`src/rtl/dmem_port_arbiter.sv`:
```
// Single data-memory port sequencer shared by the pipeline MEM stage (core) and a host/loader.
// Optional host starvation guard is enabled by defining DMEM_ARB_STARVE_GUARD_EN.
module dmem_port_arbiter #(
    parameter int unsigned RD_LAT     = 1,
    parameter int unsigned STARVE_LIM = 4
) (
    input  logic        clk,
    input  logic        reset,
    input  logic        core_req,
    input  logic        core_we,
    input  logic [63:0] core_addr,
    input  logic [63:0] core_wdata,
    output logic [63:0] core_rdata,
    output logic        core_done,
    output logic        core_stall,
    input  logic        host_req,
    input  logic        host_we,
    input  logic [63:0] host_addr,
    input  logic [63:0] host_wdata,
    output logic [63:0] host_rdata,
    output logic        host_done,
    output logic        mem_en,
    output logic        mem_we,
    output logic [63:0] mem_addr,
    output logic [63:0] mem_wdata,
    input  logic [63:0] mem_rdata
);

    typedef enum logic [1:0] {
        IDLE  = 2'd0,
        ISSUE = 2'd1,
        WAIT  = 2'd2,
        DONE  = 2'd3
    } state_t;

    localparam logic [3:0] CNT_LOAD     = 4'(RD_LAT - 1);
    localparam logic [3:0] STARVE_LIM_C = 4'(STARVE_LIM);

    state_t      state_q, state_d;
    logic [3:0]  cnt_q, cnt_d;
    logic        id_host_q, id_host_d;
    logic        we_q, we_d;
    logic [63:0] addr_q, addr_d;
    logic [63:0] wdata_q, wdata_d;
    logic [63:0] core_rdata_q, core_rdata_d;
    logic [63:0] host_rdata_q, host_rdata_d;
    logic        mem_en_q, mem_en_d;
    logic        mem_we_q, mem_we_d;
    logic        core_done_q, core_done_d;
    logic        host_done_q, host_done_d;
    logic        starve_force_s;
    logic        grant_host_s;

`ifdef DMEM_ARB_STARVE_GUARD_EN
    logic [3:0]  host_wait_q, host_wait_d;

    assign starve_force_s = (host_wait_q == STARVE_LIM_C);
`else
    assign starve_force_s = 1'b0;
`endif

    // Core has fixed priority unless the host has lost too many arbitrations in a row
    assign grant_host_s = host_req & (~core_req | starve_force_s);

    // Next-state, transaction latch and registered-output computation
    always_comb begin
        state_d      = state_q;
        cnt_d        = cnt_q;
        id_host_d    = id_host_q;
        we_d         = we_q;
        addr_d       = addr_q;
        wdata_d      = wdata_q;
        core_rdata_d = core_rdata_q;
        host_rdata_d = host_rdata_q;
`ifdef DMEM_ARB_STARVE_GUARD_EN
        host_wait_d  = host_wait_q;
`endif
        case (state_q)
            IDLE: begin
                if (core_req | host_req) begin
                    id_host_d = grant_host_s;
                    we_d      = grant_host_s ? host_we    : core_we;
                    addr_d    = grant_host_s ? host_addr  : core_addr;
                    wdata_d   = grant_host_s ? host_wdata : core_wdata;
                    state_d   = ISSUE;
`ifdef DMEM_ARB_STARVE_GUARD_EN
                    if (grant_host_s) begin
                        host_wait_d = 4'd0;
                    end else if (host_req) begin
                        host_wait_d = host_wait_q + 4'd1;
                    end else begin
                        host_wait_d = host_wait_q;
                    end
`endif
                end else begin
                    state_d = IDLE;
                end
            end
            ISSUE: begin
                if (we_q) begin
                    state_d = DONE;
                end else begin
                    cnt_d   = CNT_LOAD;
                    state_d = WAIT;
                end
            end
            WAIT: begin
                if (cnt_q == 4'd0) begin
                    if (id_host_q) begin
                        host_rdata_d = mem_rdata;
                    end else begin
                        core_rdata_d = mem_rdata;
                    end
                    state_d = DONE;
                end else begin
                    cnt_d   = cnt_q - 4'd1;
                    state_d = WAIT;
                end
            end
            DONE: begin
                state_d = IDLE;
            end
            default: begin
                state_d = IDLE;
            end
        endcase

        // Strobes are computed from the next state so they coincide with ISSUE/DONE
        mem_en_d    = (state_d == ISSUE);
        mem_we_d    = (state_d == ISSUE) & we_d;
        core_done_d = (state_d == DONE) & ~id_host_d;
        host_done_d = (state_d == DONE) & id_host_d;
    end

    // State and output registers
    always_ff @(posedge clk or posedge reset) begin
        if (reset) begin
            state_q      <= IDLE;
            cnt_q        <= 4'd0;
            id_host_q    <= 1'b0;
            we_q         <= 1'b0;
            addr_q       <= 64'd0;
            wdata_q      <= 64'd0;
            core_rdata_q <= 64'd0;
            host_rdata_q <= 64'd0;
            mem_en_q     <= 1'b0;
            mem_we_q     <= 1'b0;
            core_done_q  <= 1'b0;
            host_done_q  <= 1'b0;
        end else begin
            state_q      <= state_d;
            cnt_q        <= cnt_d;
            id_host_q    <= id_host_d;
            we_q         <= we_d;
            addr_q       <= addr_d;
            wdata_q      <= wdata_d;
            core_rdata_q <= core_rdata_d;
            host_rdata_q <= host_rdata_d;
            mem_en_q     <= mem_en_d;
            mem_we_q     <= mem_we_d;
            core_done_q  <= core_done_d;
            host_done_q  <= host_done_d;
        end
    end

`ifdef DMEM_ARB_STARVE_GUARD_EN
    // Count of consecutive host arbitration losses
    always_ff @(posedge clk or posedge reset) begin
        if (reset) begin
            host_wait_q <= 4'd0;
        end else begin
            host_wait_q <= host_wait_d;
        end
    end
`endif

    assign core_rdata = core_rdata_q;
    assign host_rdata = host_rdata_q;
    assign core_done  = core_done_q;
    assign host_done  = host_done_q;
    assign mem_en     = mem_en_q;
    assign mem_we     = mem_we_q;
    assign mem_addr   = addr_q;
    assign mem_wdata  = wdata_q;
    assign core_stall = core_req & ~core_done_q;

endmodule

```
`config.mk`:
```
export PLATFORM = sky130hd
export DESIGN_NAME = dmem_port_arbiter
export DESIGN_NICKNAME = d
export VERILOG_FILES = /design/src/rtl/dmem_port_arbiter.sv
export SDC_FILE = /design/constraint.sdc
export NUM_CORES = 1
export LEC_CHECK = 0
export ABC_AREA = 1
export ABC_CLOCK_PERIOD_IN_PS = 9100
export BUFFER_PORTS_ARGS = -buffer_cell sky130_fd_sc_hd__buf_2
export CORE_AREA = 10 10 222 224
export CTS_BUF_LIST = sky130_fd_sc_hd__clkbuf_4 sky130_fd_sc_hd__clkbuf_8 sky130_fd_sc_hd__clkbuf_16
export DETAILED_ROUTE_END_ITERATION = 10
export DIE_AREA = 0 0 232 234
export PLACE_DENSITY = 0.56
export SLEW_MARGIN = 20
export SYNTH_ARGS = -nofsm -noshare
export SYNTH_HDL_FRONTEND = slang
export SYNTH_SLANG_ARGS = --single-unit
```
`constraint.sdc`:
```
create_clock -name clk -period 9.1 [get_ports clk]
set_input_delay 0.455 -clock clk [delete_from_list [all_inputs] [get_ports clk]]
set_output_delay 0.455 -clock clk [all_outputs]
set_load 0.02 [all_outputs]
```
* After elaboration in Yosys (flattened, before gate mapping)
Cells that the tools add are included.
** Operators by class
- Add/subtract/negate cells :: 1
- Multiply operators :: 0
- Divide/modulo/power cells :: 0
- $lt $le $gt $ge :: 0
- Equality and inequality tests :: 7
- Shifts and indexed selects :: 0
- Multiplexer cells :: 14
- Bitwise logic cells :: 10
- Reductions and logical operators :: 7
** Operator list (number)
- 2-to-1 mux 64 bit :: 2
- AND reduction 3 bit :: 3
- 2-to-1 mux 1 bit :: 8
- 2-to-1 mux 4 bit :: 2
- case mux 2 bit (4 select lines) :: 1
- case mux 4 bit (2 select lines) :: 1
- equality test 2 bit, second input constant :: 3
- bitwise AND 1 bit :: 5
- equality test 2 x 1 -> 1 bit, second input constant :: 2
- zero test 4 bit :: 1
- != test 2 bit, second input constant :: 2
- inverter 1 bit :: 4
- subtractor 4 x 1 -> 4 bit, second input constant :: 1
- zero test 2 bit :: 1
- AND reduction 2 bit :: 1
- nonzero test 2 bit :: 1
- bitwise OR 1 bit :: 1
** Storage, ports and cells
- Bits in registers :: 268
- Latch bits :: 0
- Bits in writable memories :: 0
- Memory bits (read-only) :: 0
- Input port bits :: 326
- Output and inout bits :: 261
- Memories kept :: 0

* Depth between registers and ports, before layout
- Word-level depth :: 6
- Mapped depth :: 10
- Depth with buffers taken out :: 8

* Worst setup path before layout
Ideal clock, no wire load.
- Kind :: register to register
- From :: register state_q[0]
- To :: register core_rdata_q[10], in the netlist core_rdata[10]
- Library setup time :: 117 ps
- Data arrival time :: 1496 ps
- Setup slack :: 7487 ps
- Cell stages (with the launch flop) :: 11
- Cell sequence :: dfrtp_1 inv_1 ha_1 nand2_2 clkinv_2 nand2_2 or2_4 buf_12 buf_6 nand2_2 o21ai_2
** Between the ends
- Cells in the longest elaborated chain, start to end :: 2
** RTL lines
- from (decl) :: line 39 : state_t state_q, state_d;
- from (signal assigned) :: line 151 : state_q <= state_d;
- equality test 2 bit :: line 78 : case (state_q)
- AND reduction 3 bit (no source line)
- to (signal assigned) :: line 157 : core_rdata_q <= core_rdata_d;
- to (decl) :: line 45 : logic [63:0] core_rdata_q, core_rdata_d;
No other way between the ends.
A chain may end at the register's enable or synchronous reset.

* Worst setup path after layout
- From :: register state_q[0]
- To :: register core_rdata_q[61], in the netlist core_rdata[61]
The elaborated chain is that of the path after synthesis.

==> impl_results.md <==
- Commonest non-fill, non-tap cell in the layout: buf_2
- Sequential area share after synthesis: 0.567
- Via Count: between 10000 and 15000
- Crit Path Category: flop to flop
- Mean area per synthesized cell: 8.92 µm²
- # Post-CTS Setup Buffers: 0
- Top cells by area, synth: dfrtp_1 (57%), o21ai_0 (10%), nand2_1 (6.3%)
- R2R Setup Slk: around 6.2 ns
- CTS tree: yes
- Clock skew: 0.0256 ns
- Deepest clock path buffer count: 3
- Core area: about 0.045 mm²
- VDD IR max: approximately 190 µV
- Die height: between 200 and 250 µm
- Unrepaired setup endpoints after global routing: false
- Fin nets: around 2200
- Warnings, synthesis: 0
- Netlist Area Pre-Place: 0.0118 mm²
- Die Area: approximately 0.054 mm²
- Setup violators final: 0
- Antenna violations before repair: 12
- Cts hold-fix bufs: 0
- First-pass GRT wire length: 67000 µm
- EDFF count, synth: 0
- # resized after CTS: 0
- Post-synth top area cell: dfrtp_1
- Post-synth ARST share: 1.00
- Total clock sinks: around 270
- Most frequent cells in the layout: buf_2 (586), dfrtp_1 (268), o21ai_0 (239)
- Worst R2R Start: state_q[0]
- Status: finished, final reports clean
- Worst slew pin tran: 0.961 ns
- Fillers: 4744
- Starting Density: 0.263
- PortBufs: around 590
- #FFs+latches synth: 268
- LEAKAGE: approximately 8.7 nW
- Hold Crit Class: input port to async pin
- Row cnt: 78
- Max_cap viols: 0
- Worst Reg-to-Reg Cells: 9
- Wire per inst: between 15 and 20 µm
- Arrival @ worst endpoint: approximately 3.4 ns
- Clock-pin slew on the worst setup and hold paths: approximately 0.060 ns
- GP Congestion: about 0.85
- Syn Inst Count: ~1300
- Multi-input gate area: 0.00405 mm²
- CP Max Fanout: 70
- Vias per inst: about 4.4
- Synth Flop Type: dfrtp_1
- H-tree levels: 1
- Synth-to-Final Area Change: 37.8%
- Critical path required time: between 9 and 10 ns
- CP endpoint kind: flop
- Dpl hpwl: 33700 µm
- Critical R2R Capture: core_rdata[61]
- Placement Cell Area: 0.0151 mm²
- Syn_nets: around 1700
- DRC errors left: 0
- Post-route cell area: around 0.016 mm²
- Pre-antenna DRT Iters: 7
- Largest net degree at the start of global routing: 196
- Crit path time final: about 2.9 ns
- FMAX: ~350 MHz
- CP Launch Type: flop
- Pwr Total: between 6 and 7 mW
- PD cells: around 390 mW/mm²
- GRT Total Usage: 0.155
- Initial DRC Count: between 600 and 700
- DRT antenna net count: 0
- Register Area: between 0.006 and 0.007 mm²
- Relative slew margins: 0.359
- Top-Level Pins: 587
- Netlist cell types: 23
- Global route total overflow: 0
- Fin crit share: 0.315
- Die width: about 230 µm
- Final-report max-slew violation count: 0
- Clk root buf: clkbuf_16
- Vias in the first global route: roughly 11000
- Top cell type's share of synthesized area: 0.567
- Share of post-route cells with drive strength above 1: 0.395
- Fin. Hold Viols: 0
- Clk_lat worst skew: just under 0.6 ns
- TritonCTS buffer count: 31
- Setup total negative slack: 0 ns
- Total Routed Length: roughly 45000 µm
==> cells in the mapped netlist, types with 2 or more instances <==
master,n
nor2_2,2
nor2_1,135
o21ai_1,19
nand3_1,72
buf_12,7
a21oi_1,66
nand2_2,16
inv_1,147
buf_6,8
nand2_1,197
or2_2,2
buf_4,2
o21ai_0,239
buf_1,2
ha_1,6
clkbuf_1,45
dfrtp_1,268
o21ai_2,64
buf_2,25
==> worst max path at each step <==
stage                           from             end  slack, ns  depth (start not counted)
after floorplan                reset        cnt_q[0]       1.26                          1
after global placement    state_q[0]  core_rdata[63]       6.26                          9
after detailed placement  state_q[0]  core_rdata[61]       6.17                          9
after CTS                 state_q[0]  core_rdata[61]       6.16                          9
after global routing      state_q[0]  core_rdata[61]       5.96                          9
final                     state_q[0]  core_rdata[61]       6.24                          9
==> stage by stage <==
step                hold slack, ns   util  worst slack [ns]  instances
floorplan                    0.449      -              1.26       1326
global placement             0.461  0.336              6.26       2432
detailed placement           0.462  0.336              6.17       2433
CTS                         0.0938  0.362              6.16       2491
global route                 0.109  0.363              5.96       2493
finish                      0.0557  0.363              6.24       2496
==> final cells by class <==
| class | count | share of cell area |
|---|---|---|
| Timing Repair Buffer | 597 | 0.188 |
| Clock inverter | 17 | 0.0153 |
| Multi-Input combinational cell | 821 | 0.249 |
| Clock buffer | 41 | 0.0549 |
| Tap cell | 600 | 0.0461 |
| Sequential cell | 268 | 0.412 |
| Antenna cell | 4 | 0.000615 |
| Inverter | 148 | 0.0347 |
==> power by group <==
group / total (mW) / internal (mW) / switching (mW) / leakage [nW]
Combinational: 2.79 / 0.892 / 1.89 / 4.91
Sequential: 2.12 / 1.79 / 0.333 / 3.24
Clock: 1.38 / 0.860 / 0.520 / 0.572
==> flip-flops by register name (all words and copies together) (netlist names) <==
signal / cells
mem_en: 1
core_rdata: 64
core_done: 1
cnt_q: 4
mem_we: 1
mem_wdata: 64
id_host_q: 1
state_q: 2
mem_addr: 64
we_q: 1
host_done: 1
host_rdata: 64
==> worst max-delay path: stages, from the launching register on <==
cell      delay, ns
dfrtp_1        0.35
inv_1          0.08
ha_1           0.27
nand2_2        0.09
clkinv_2       0.09
nand2_2        0.10
or2_4          0.63
buf_4          0.85
nand2_1        0.16
o21ai_2        0.09
==> cells by family after synthesis <==
family          synth area share
flops                      0.567
buf+inv                   0.0933
fa+ha+maj                0.00635
compound gates             0.185
simple gates               0.148
==> per-layer routing <==
metal,global-route usage,vias to the layer above,wire (µm)
li1,-,5362,-
met3,0.0581,78,4540
met4,0.0537,14,1330
met1,0.181,5147,17500
met2,0.258,472,21500
met5,0,-,92
(Power assumes the default switching activity.)
